===== src/rtl/ram2_pingpong_ctrl.sv =====
// ram2_pingpong_ctrl: two-bank ping-pong frame controller for the ram2 dual-port RAM.
// One bank fills from the sample stream while the other drains to a valid/ready sink.
module ram2_pingpong_ctrl #(
    parameter int ADDR_WIDTH = 8,
    parameter int DATA_WIDTH = 32,
    parameter int RD_LATENCY = 2
) (
    input  logic                  clk,
    input  logic                  rst,
    input  logic [DATA_WIDTH-1:0] in_data,
    input  logic                  in_valid,
    output logic [DATA_WIDTH-1:0] out_data,
    output logic                  out_valid,
    input  logic                  out_ready,
    output logic                  out_last,
    output logic                  overflow,
    output logic                  ram_wr_en,
    output logic [ADDR_WIDTH-1:0] ram_wr_addr,
    output logic [DATA_WIDTH-1:0] ram_wr_data,
    output logic [ADDR_WIDTH-1:0] ram_rd_addr,
    input  logic [DATA_WIDTH-1:0] ram_rd_data
);
    localparam int AW1 = ADDR_WIDTH - 1;
    localparam int FIFO_DEPTH = RD_LATENCY + 2;
    // Storage behind the registered head word
    localparam int SDEPTH = FIFO_DEPTH - 1;
    localparam int PW = $clog2(SDEPTH);
    localparam int CW = $clog2(FIFO_DEPTH + 1) + 1;
    localparam logic [AW1-1:0] LAST_IDX = '1;
    localparam logic [CW-1:0] FD_C = CW'(FIFO_DEPTH);

    typedef enum logic [1:0] {
        S_IDLE,
        S_READ,
        S_DRAIN
    } state_t;

    state_t r_state;
    state_t w_state_nxt;

    logic [1:0]            r_full;
    logic [1:0]            w_full_nxt;
    logic                  r_wbank;
    logic                  r_rbank;
    logic [AW1-1:0]        r_waddr;
    logic [AW1-1:0]        r_raddr;
    logic [ADDR_WIDTH-1:0] r_rd_addr_q;
    logic [RD_LATENCY-1:0] r_vsr;
    logic [RD_LATENCY-1:0] r_lsr;
    logic [DATA_WIDTH-1:0] r_sd [SDEPTH];
    logic                  r_sl [SDEPTH];
    logic [PW-1:0]         r_srd;
    logic [PW-1:0]         r_swr;
    logic [CW-1:0]         r_scnt;
    logic                  r_out_valid;
    logic                  r_out_last;
    logic [DATA_WIDTH-1:0] r_out_data;
    logic                  r_ovf;
    logic                  r_wr_en;
    logic [ADDR_WIDTH-1:0] r_wr_addr;
    logic [DATA_WIDTH-1:0] r_wr_data;

    logic          w_issue;
    logic          w_free;
    logic          w_accept;
    logic          w_pop;
    logic          w_cap;
    logic          w_cap_last;
    logic          w_head_free;
    logic          w_spush;
    logic          w_spop;
    logic          w_credit_ok;
    logic [CW-1:0] w_inflight;
    logic [CW-1:0] w_fifo_cnt;

    function automatic logic [PW-1:0] f_inc(input logic [PW-1:0] p);
        return (p == PW'(SDEPTH - 1)) ? '0 : p + 1'b1;
    endfunction

    always_comb begin
        w_inflight = '0;
        for (int i = 0; i < RD_LATENCY; i++)
            w_inflight = w_inflight + CW'(r_vsr[i]);
    end

    assign w_fifo_cnt  = r_scnt + CW'(r_out_valid);
    assign w_credit_ok = (w_inflight + w_fifo_cnt) < FD_C;
    assign w_pop       = r_out_valid & out_ready;
    assign w_cap       = r_vsr[RD_LATENCY-1];
    assign w_cap_last  = r_lsr[RD_LATENCY-1];
    assign w_head_free = ~r_out_valid | w_pop;
    assign w_spop      = w_head_free & (r_scnt != '0);
    assign w_spush     = w_cap & ~(w_head_free & (r_scnt == '0));

    always_ff @(posedge clk or posedge rst) begin
        if (rst)
            r_state <= S_IDLE;
        else
            r_state <= w_state_nxt;
    end

    always_comb begin
        w_state_nxt = r_state;
        w_issue     = 1'b0;
        w_free      = 1'b0;
        unique case (r_state)
            S_IDLE: begin
                if (r_full[r_rbank])
                    w_state_nxt = S_READ;
            end
            S_READ: begin
                w_issue = w_credit_ok;
                if (w_credit_ok && r_raddr == LAST_IDX)
                    w_state_nxt = S_DRAIN;
            end
            S_DRAIN: begin
                if (w_pop && r_out_last) begin
                    w_free      = 1'b1;
                    w_state_nxt = S_IDLE;
                end
            end
            default: w_state_nxt = S_IDLE;
        endcase
    end

    // A bank released by the reader this cycle is already writable
    assign w_accept = in_valid &
        (~r_full[r_wbank] | (w_free & (r_rbank == r_wbank)));

    always_comb begin
        w_full_nxt = r_full;
        if (w_free)
            w_full_nxt[r_rbank] = 1'b0;
        if (w_accept && r_waddr == LAST_IDX)
            w_full_nxt[r_wbank] = 1'b1;
    end

    assign ram_rd_addr = w_issue ? {r_rbank, r_raddr} : r_rd_addr_q;

    always_ff @(posedge clk or posedge rst) begin
        if (rst) begin
            r_full      <= '0;
            r_wbank     <= 1'b0;
            r_rbank     <= 1'b0;
            r_waddr     <= '0;
            r_raddr     <= '0;
            r_rd_addr_q <= '0;
            r_vsr       <= '0;
            r_lsr       <= '0;
            r_srd       <= '0;
            r_swr       <= '0;
            r_scnt      <= '0;
            r_out_valid <= 1'b0;
            r_out_last  <= 1'b0;
            r_out_data  <= '0;
            r_ovf       <= 1'b0;
            r_wr_en     <= 1'b0;
            r_wr_addr   <= '0;
            r_wr_data   <= '0;
        end else begin
            r_full  <= w_full_nxt;
            r_wr_en <= w_accept;
            if (w_accept) begin
                r_wr_addr <= {r_wbank, r_waddr};
                r_wr_data <= in_data;
                r_waddr   <= r_waddr + 1'b1;
                if (r_waddr == LAST_IDX)
                    r_wbank <= ~r_wbank;
            end
            if (in_valid && !w_accept)
                r_ovf <= 1'b1;
            if (w_issue) begin
                r_raddr     <= r_raddr + 1'b1;
                r_rd_addr_q <= ram_rd_addr;
            end
            if (w_free)
                r_rbank <= ~r_rbank;
            r_vsr <= (r_vsr << 1) | RD_LATENCY'(w_issue);
            r_lsr <= (r_lsr << 1) |
                RD_LATENCY'(w_issue && r_raddr == LAST_IDX);
            if (w_head_free) begin
                if (r_scnt != '0) begin
                    r_out_valid <= 1'b1;
                    r_out_data  <= r_sd[r_srd];
                    r_out_last  <= r_sl[r_srd];
                end else if (w_cap) begin
                    r_out_valid <= 1'b1;
                    r_out_data  <= ram_rd_data;
                    r_out_last  <= w_cap_last;
                end else begin
                    r_out_valid <= 1'b0;
                end
            end
            if (w_spop)
                r_srd <= f_inc(r_srd);
            if (w_spush)
                r_swr <= f_inc(r_swr);
            r_scnt <= r_scnt + CW'(w_spush) - CW'(w_spop);
        end
    end

    always_ff @(posedge clk) begin
        if (w_spush) begin
            r_sd[r_swr] <= ram_rd_data;
            r_sl[r_swr] <= w_cap_last;
        end
    end

    assign out_data    = r_out_data;
    assign out_valid   = r_out_valid;
    assign out_last    = r_out_last;
    assign overflow    = r_ovf;
    assign ram_wr_en   = r_wr_en;
    assign ram_wr_addr = r_wr_addr;
    assign ram_wr_data = r_wr_data;

endmodule


===== config.mk =====
export PLATFORM = sky130hd
export DESIGN_NAME = ram2_pingpong_ctrl
export DESIGN_NICKNAME = d
export VERILOG_FILES = /design/src/rtl/ram2_pingpong_ctrl.sv
export SDC_FILE = /design/constraint.sdc
export NUM_CORES = 1
export LEC_CHECK = 0
export ABC_AREA = 1
export BUFFER_PORTS_ARGS = -buffer_cell sky130_fd_sc_hd__buf_2
export CELL_PAD_IN_SITES_DETAIL_PLACEMENT = 1
export CELL_PAD_IN_SITES_GLOBAL_PLACEMENT = 1
export CORE_ASPECT_RATIO = 1.25
export CORE_MARGIN = 5
export CORE_UTILIZATION = 40
export CTS_BUF_LIST = sky130_fd_sc_hd__clkbuf_4
export CTS_CLUSTER_DIAMETER = 120
export DETAILED_ROUTE_END_ITERATION = 6
export PLACE_DENSITY_LB_ADDON = 0.12
export RECOVER_POWER = 50
export SLEW_MARGIN = 20
export SYNTH_ARGS = -nofsm -noshare
export SYNTH_HDL_FRONTEND = slang
export SYNTH_SLANG_ARGS = --single-unit

===== constraint.sdc =====
create_clock -name clk -period 9.9 [get_ports clk]
set_input_delay 0.99 -clock clk [delete_from_list [all_inputs] [get_ports clk]]
set_output_delay 0.99 -clock clk [all_outputs]
set_load 0.03 [all_outputs]

==> run_results.csv, run 1 <==
group,metric,value,unit
clock_tree,cts_hold_buf,0,
drt,drc,0,
floorplanning,die_h,175,microns
power,sw_frac_of_total,0.396,
clock_tree,clk_latency,0.64,ns
floorplanning,die_w,142,microns
finish,final_common_cell,"nand2_1",
global_routing,overflow,0,
timing,finClkSkew,0.0195,ns
timing,fin_setup_tns,0,ns
power,p_leak,4.79,nW
place,dp_hpwl,13.0,mm
synth,yosysTopAreaCellShare,0.342,
clock_tree,root_buffer,"clkbuf_4",
power,irDropWorstVdd,0.144,mV
synth,synth_async_sr_flop_share,0.540,
critical_path,rr_startpoint,"r_srd[1]",
clock_tree,clock_sinks,215,
outcome,violations,"max-capacitance violations, max-slew violations",
clock_tree,cts_buffers,55,
global_routing,grt.total_usage,0.173,
timing,final_hold_viol_count,0,
critical_path,cp.arrival,5.25,ns
power,p_per_area,304,nW/um^2
place,io_buffer_count,151,
global_routing,grt_first_pass_wirelength,34.7,mm
power,fin_total_pwr,3.14,mW
timing,setup_violations,0,
timing,maxSlewViolCount,261,
clock_tree,cts_tree,"yes",
clock_tree,cts_resized,0,
critical_path,critPathLaunch,"rst",
synth,yosysSeqAreaShare,0.677,
synth,synth_top_cell_by_area,"edfxtp_1",
critical_path,rrSetupSlack,6.41,ns
synth,syn-num-nets,912,
timing,min_period,5.72,ns
floorplanning,start_util,0.404,
timing,max-slew-margin-rel,-1.64,
finish,area_delta_synth_final,18.9,%
drt,via_per_inst,4.77,
drt,drt_iter0_markers,212,
synth,ys_warn_count,0,
power,power_frac_seq,0.416,
floorplanning,ios,152,
synth,synth_edf_count,99,
global_routing,grt_pass1_vias,6914,
critical_path,path_class,"primary input to async pin",
synth,syn-mean-instance-area,10.4,sq um
finish,multi_input_area,2470,sq um
floorplanning,placementRows,60,
flow_run,maxCapViolCount,6,
critical_path,required,9.43,ns
power,power.internal,1.90,mW
min_path,hp-start,"r_lsr[0]",
timing,fin_crit_sh,0.578,
place,place.gp.congestion,0.727,
drt,routedWlPerCell,15.8,microns
synth,ys_ff_latch,215,
synth,synth_area_leaders,"edfxtp_1 (34%), dfrtp_1 (33%), nand2_1 (16%), o21ai_1 (2.6%), nand4_1 (2.5%)",
finish,filler_cell_count,2526,
drt,dr.pass1.iters,4,
finish,layout_common_cells,"nand2_1 (362), buf_2 (119), dfrtp_1 (115)",
floorplanning,core_area,21500,sq um
power,power.switching,1.25,mW
clock_tree,post-cts-setup-buffers,0,
critical_path,path_max_fanout,71,
synth,synth_cell_type_count,31,
critical_path,cp-end-kind,"async pin",
power,comb_power_share,0.345,
finish,fin_nets,1091,
clock_tree,path_clk_slew,0.06,ns
timing,worst_pin_slew,3.95,ns
timing,rsz0062_at_grt,"no",
floorplanning,dieArea,24800,sq um
synth,ys.flop_type,"dfrtp_1",
clock_tree,cts_max_level,2,
global_routing,grt_max_degree,72,
synth,synth_area,8680,sq um
drt,ant_nets,0,
min_path,hold_class,"flip-flop to flip-flop",
power,clkPwrFrac,0.239,
global_routing,grt_antenna_before_repair,2,
timing,fmax,175,MHz
critical_path,crit_path_start_kind,"primary input",
synth,netlist_instances,834,
finish,regArea,5880,sq um
finish,final_layout_size_suffix_gt1_frac,0.213,
drt,dr_total_vias,6389,
clock_tree,clock_path_buffers,3,
drt,routed_wirelength,21.1,mm
outcome,status,"finished, violations left",
flip-flops by register name (all words and copies together) (netlist names):
name and count:
r_sl 3, ram_wr_data 32, r_full 2, r_sd 96
ram_wr_addr 8, r_lsr 2, r_swr 2, r_raddr 7
r_rd_addr_q 8, out_data 32, out_valid 1, r_srd 2
r_state 2, ram_wr_en 1, r_wbank 1, out_last 1
r_rbank 1, r_waddr 7, r_scnt 4, overflow 1
r_vsr 2
power groups by stage:
stage | registers (mW) | logic (mW) | clock network, mW
final | 1.31 | 1.08 | 0.752
after global routing | 1.34 | 1.22 | 0.840
after CTS | 1.31 | 1.11 | 0.785
after detailed placement | 1.33 | 1.10 | 0
after global placement | 1.32 | 1.07 | 0
after floorplan | 1.46 | 0.623 | 0
metrics by stage:
step           area (sq um)  utilization  cells  hold slack, ns  setup slack, ns
3_5_place_dp           9650        0.449   1233           0.340             6.30
6_report              10300        0.481   1339           0.352             4.18
3_3_place_gp           9650        0.449   1233           0.332             6.38
4_1_cts               10400        0.483   1336           0.354             5.58
2_1_floorplan          8680            -    834           0.331             5.78
5_1_grt               10300        0.481   1339           0.380             2.95
cell type report:
| type | instances | area share |
|---|---|---|
| Timing Repair Buffer | 157 | 0.0764 |
| Antenna cell | 1 | 0.000242 |
| Clock buffer | 87 | 0.0632 |
| Clock inverter | 16 | 0.00606 |
| Tap cell | 279 | 0.0338 |
| Inverter | 33 | 0.0124 |
| Multi-Input combinational cell | 551 | 0.239 |
| Sequential cell | 215 | 0.569 |
synthesized netlist by cell type (3+ instances only):
master and n:
xor2_1 8, inv_1 30, nor2_2 3, nand4_1 35, buf_4 5, buf_2 19, clkbuf_1 6, o21ai_0 14
dfrtp_1 116, nor2_1 45, buf_6 4, o21ai_1 45, xnor2_1 5, nand2_1 361, ha_1 8, nand3_1 14
edfxtp_1 99
critical path, cell delays in order:
cell	delay [ns]
buf_2	0.10
clkinvlp_2	1.25
clkbuf_1	2.87
layer usage:
| metal | up-vias | GRT usage | part of all wire |
|---|---|---|---|
| li1 | 3125 | - | - |
| met1 | 3059 | 0.204 | 0.42 |
| met2 | 164 | 0.300 | 0.50 |
| met3 | 39 | 0.0509 | 0.060 |
| met4 | 2 | 0.0572 | 0.021 |
| met5 | - | 0 | 0.00062 |
logic make-up after synthesis:
logic type	after synthesis	share of synthesized area
and+or+nand+nor	464	0.216
adders and majority gates	10	0.0161
buffers and inverters	68	0.0382
DFF	215	0.677
AOI/OAI and AO/OA	64	0.0398
xor gates and xnor gates	13	0.0131
worst paths after layout:
kind,depth (start not counted),to
min,0,r_lsr[1]
max,3,r_srd[1]
max in group clk,10,ram_rd_addr[2]
max reg2reg,5,out_last
min reg2reg,0,r_lsr[1]
min in group asynchronous,2,ram_wr_en
(Power assumes the default switching activity.)
==> run 2, diff against run 1 <==
--- a/config.mk
+++ b/config.mk
@@ -5,7 +5,7 @@
 export SDC_FILE = /design/constraint.sdc
 export NUM_CORES = 1
 export LEC_CHECK = 0
-export ABC_AREA = 1
+export ABC_AREA = 0
 export BUFFER_PORTS_ARGS = -buffer_cell sky130_fd_sc_hd__buf_2
 export CELL_PAD_IN_SITES_DETAIL_PLACEMENT = 1
 export CELL_PAD_IN_SITES_GLOBAL_PLACEMENT = 1
==> constraint.sdc (replaced) <==
create_clock -name clk -period 5.25 [get_ports clk]
set_input_delay 0.525 -clock clk [delete_from_list [all_inputs] [get_ports clk]]
set_output_delay 0.525 -clock clk [all_outputs]
set_load 0.03 [all_outputs]
==> run_results.csv, run 2 <==
group,metric,value,unit
finish,fin_cells,1119,
clock_tree,cts_resized,0,
critical_path,reg2regPathDepth,12,
outcome,violations,"max-capacitance violations, max-slew violations",
clock_tree,cts_max_level,2,
timing,final_hold_viol_count,0,
synth,synth-xor-area-share,0.0148,
timing,fin_setup_tns,0,ns
timing,rsz0062_at_grt,"no",
place,place.gp.congestion,0.754,
synth,synth-simple-area-share,0.0599,
drt,drc,0,
clock_tree,cts_tree,"yes",
drt,ant_nets,0,
synth,muxShareOfSynthArea,0.166,
power,irDropWorstVdd,0.272,mV
min_path,hold_class,"primary input to flip-flop",
floorplanning,placementRows,61,
flow_run,maxCapViolCount,1,
synth,synth_edf_count,99,
critical_path,path_max_fanout,19,
clock_tree,cts_hold_buf,0,
floorplanning,die_w,143,microns
timing,whs,0.118,ns
floorplanning,core_area,22100,sq um
power,p_per_area,477,nW/um^2
finish,largest_register,"r_sd",
synth,ys_warn_count,0,
timing,fin_crit_sh,0.837,
critical_path,cp.arrival,3.87,ns
critical_path,required,4.72,ns
finish,final_cell_area,10600,sq um
clock_tree,root_buffer,"clkbuf_4",
timing,min_period,4.40,ns
clock_tree,clock_path_buffers,3,
global_routing,grt_first_pass_wirelength,32.1,mm
critical_path,worstPathCellList,"fa_1, ha_1, a31oi_1, mux2i_1, and2_1, mux2_2, buf_2",
floorplanning,dieArea,25300,sq um
drt,routed_wirelength,19.9,mm
synth,synth_area,8880,sq um
critical_path,crit_path_start_kind,"flip-flop",
finish,fin_nets,870,
floorplanning,die_h,177,microns
clock_tree,clk_latency,0.64,ns
timing,maxSlewViolCount,73,
clock_tree,clock_sinks,215,
finish,fin_util,0.479,
synth,ys.flop_type,"dfrtp_1",
clock_tree,cts_buffers,54,
synth,synth_top_cell_by_area,"edfxtp_1",
min_path,min_path_cells,2,
synth,synth_common_cells,"dfrtp_1 (116), edfxtp_1 (99), nand2_1 (59)",
synth,yosysSeqAreaShare,0.661,
critical_path,cp_slowest_cell,"and2_1",
place,io_buffer_count,151,
critical_path,cp-end-kind,"output pin",
synth,yosysTopAreaCellShare,0.335,
synth,ys_ff_latch,215,
drt,dr_total_vias,5566,
floorplanning,start_util,0.403,
synth,synth_top_family_by_area,"multiplexers",
synth,synth_compound_area_frac,0.0565,
critical_path,path_class,"flip-flop to output pin",
floorplanning,ios,152,
place,dpl_worst_slack,1.47,ns
place,dp_hpwl,13.0,mm
timing,setup_violations,0,
global_routing,grt_use_met3,0.0462,
finish,layout_common_cells,"dfrtp_1 (114), edfxtp_1 (99), clkbuf_4 (90)",
place,place_inst,1019,
synth,synth_fa_ha_area_frac,0.0158,
timing,worst_pin_slew,3.29,ns
clock_tree,path_clk_slew,0.07,ns
power,fin_total_pwr,5.03,mW
global_routing,grt_pass1_vias,6279,
global_routing,grtUsageMet1,0.186,
synth,synth_async_sr_flop_share,0.540,
global_routing,grt_antenna_before_repair,2,
drt,drt_iter0_markers,163,
global_routing,grt.total_usage,0.159,
power,p_leak,4.70,nW
global_routing,overflow,0,
drt,dr.pass1.iters,5,
finish,largest_register_ffs,96,
synth,syn-num-nets,679,
finish,final_common_cell,"dfrtp_1",
global_routing,grt_use_met2,0.279,
synth,syn-mean-instance-area,14.8,sq um
synth,synth_cell_type_count,48,
finish,final_layout_size_suffix_gt1_frac,0.331,
timing,fmax,227,MHz
place,place_area,9940,sq um
drt,via_per_inst,4.97,
drt,routedWlPerCell,17.8,microns
synth,synth_area_leaders,"edfxtp_1 (33%), dfrtp_1 (33%), mux2_4 (6.3%), mux2i_1 (5.7%), mux2_2 (4.6%)",
timing,max-slew-margin-rel,-1.20,
critical_path,max_stage_delay,0.76,ns
global_routing,grt_max_degree,73,
timing,finClkSkew,0.0428,ns
finish,area_delta_synth_final,18.9,%
synth,netlist_instances,601,
timing,setup_slack,0.853,ns
global_routing,grt-busiest-layer,"met2",
clock_tree,post-cts-setup-buffers,0,
outcome,status,"finished, violations left",
synth,synth_most_common_cell,"dfrtp_1",
-- run 2: changes by cell type in the layout (fill, tap and decap cells not counted), moves of 32 or more --
cell     change
buf_2       -32
o21ai_0     +33
mux2i_1     +51
o21ai_1     -37
nand2_1    -303
mux2_4      +37
mux2_2      +36
nor2_1      -39
-- run 2: path summary, 6_finish.rpt --
kind	to	slack, ns	startpoint
max in group asynchronous	r_srd[1]	1.96	rst
setup / recovery	ram_rd_addr[5]	0.85	out_valid
hold reg to reg	r_lsr[1]	0.36	r_lsr[0]
min in group asynchronous	ram_wr_data[11]	0.82	rst
setup reg to reg	r_scnt[2]	2.06	r_scnt[2]
hold / removal	ram_wr_data[15]	0.12	in_data[15]
-- run 2: kinds of logic (layout without fill, tap and decap cells) --
logic type | Yosys count | in the layout
mux | 124 | 124
simple gates | 110 | 110
compound gates | 88 | 88
xor+xnor | 15 | 15
other cells | 0 | 1
fa+ha+maj | 10 | 10
flops | 215 | 215
buf+inv | 39 | 273
-- run 2: area by class of cell --
| type | count | area, sq um |
|---|---|---|
| flip-flops and latches | 215 | 5880 |
| inverters | 11 | 42.5 |
| clock inverters | 9 | 35.0 |
| multi-input cells | 347 | 2790 |
| clock buffers | 90 | 676 |
| well taps | 283 | 354 |
| repair buffers | 163 | 783 |
| diodes | 1 | 2.50 |
| fillers | 2332 | 11500 |
-- run 2: critical path: cells and delay by family (launching register included) --
family                     cells  cell delay (ns)
DFF                            1             0.44
AOI/OAI and AO/OA              1             0.20
adders and majority gates      2             0.72
muxes                          2             0.93
buffers and inverters          1             0.18
and+or+nand+nor                1             0.76
-- run 2: report_power, final --
group	leakage, nW	switching, mW	internal [mW]
combinational	1.94	0.855	0.528
sequential	2.33	0.238	1.99
clock	0.433	0.651	0.769
-- run 2: layer usage --
metal	routed length (microns)	vias to the layer above
met2	10300	150
li1	-	2596
met3	1230	36
met1	7990	2782
met4	381	2
met5	15	-
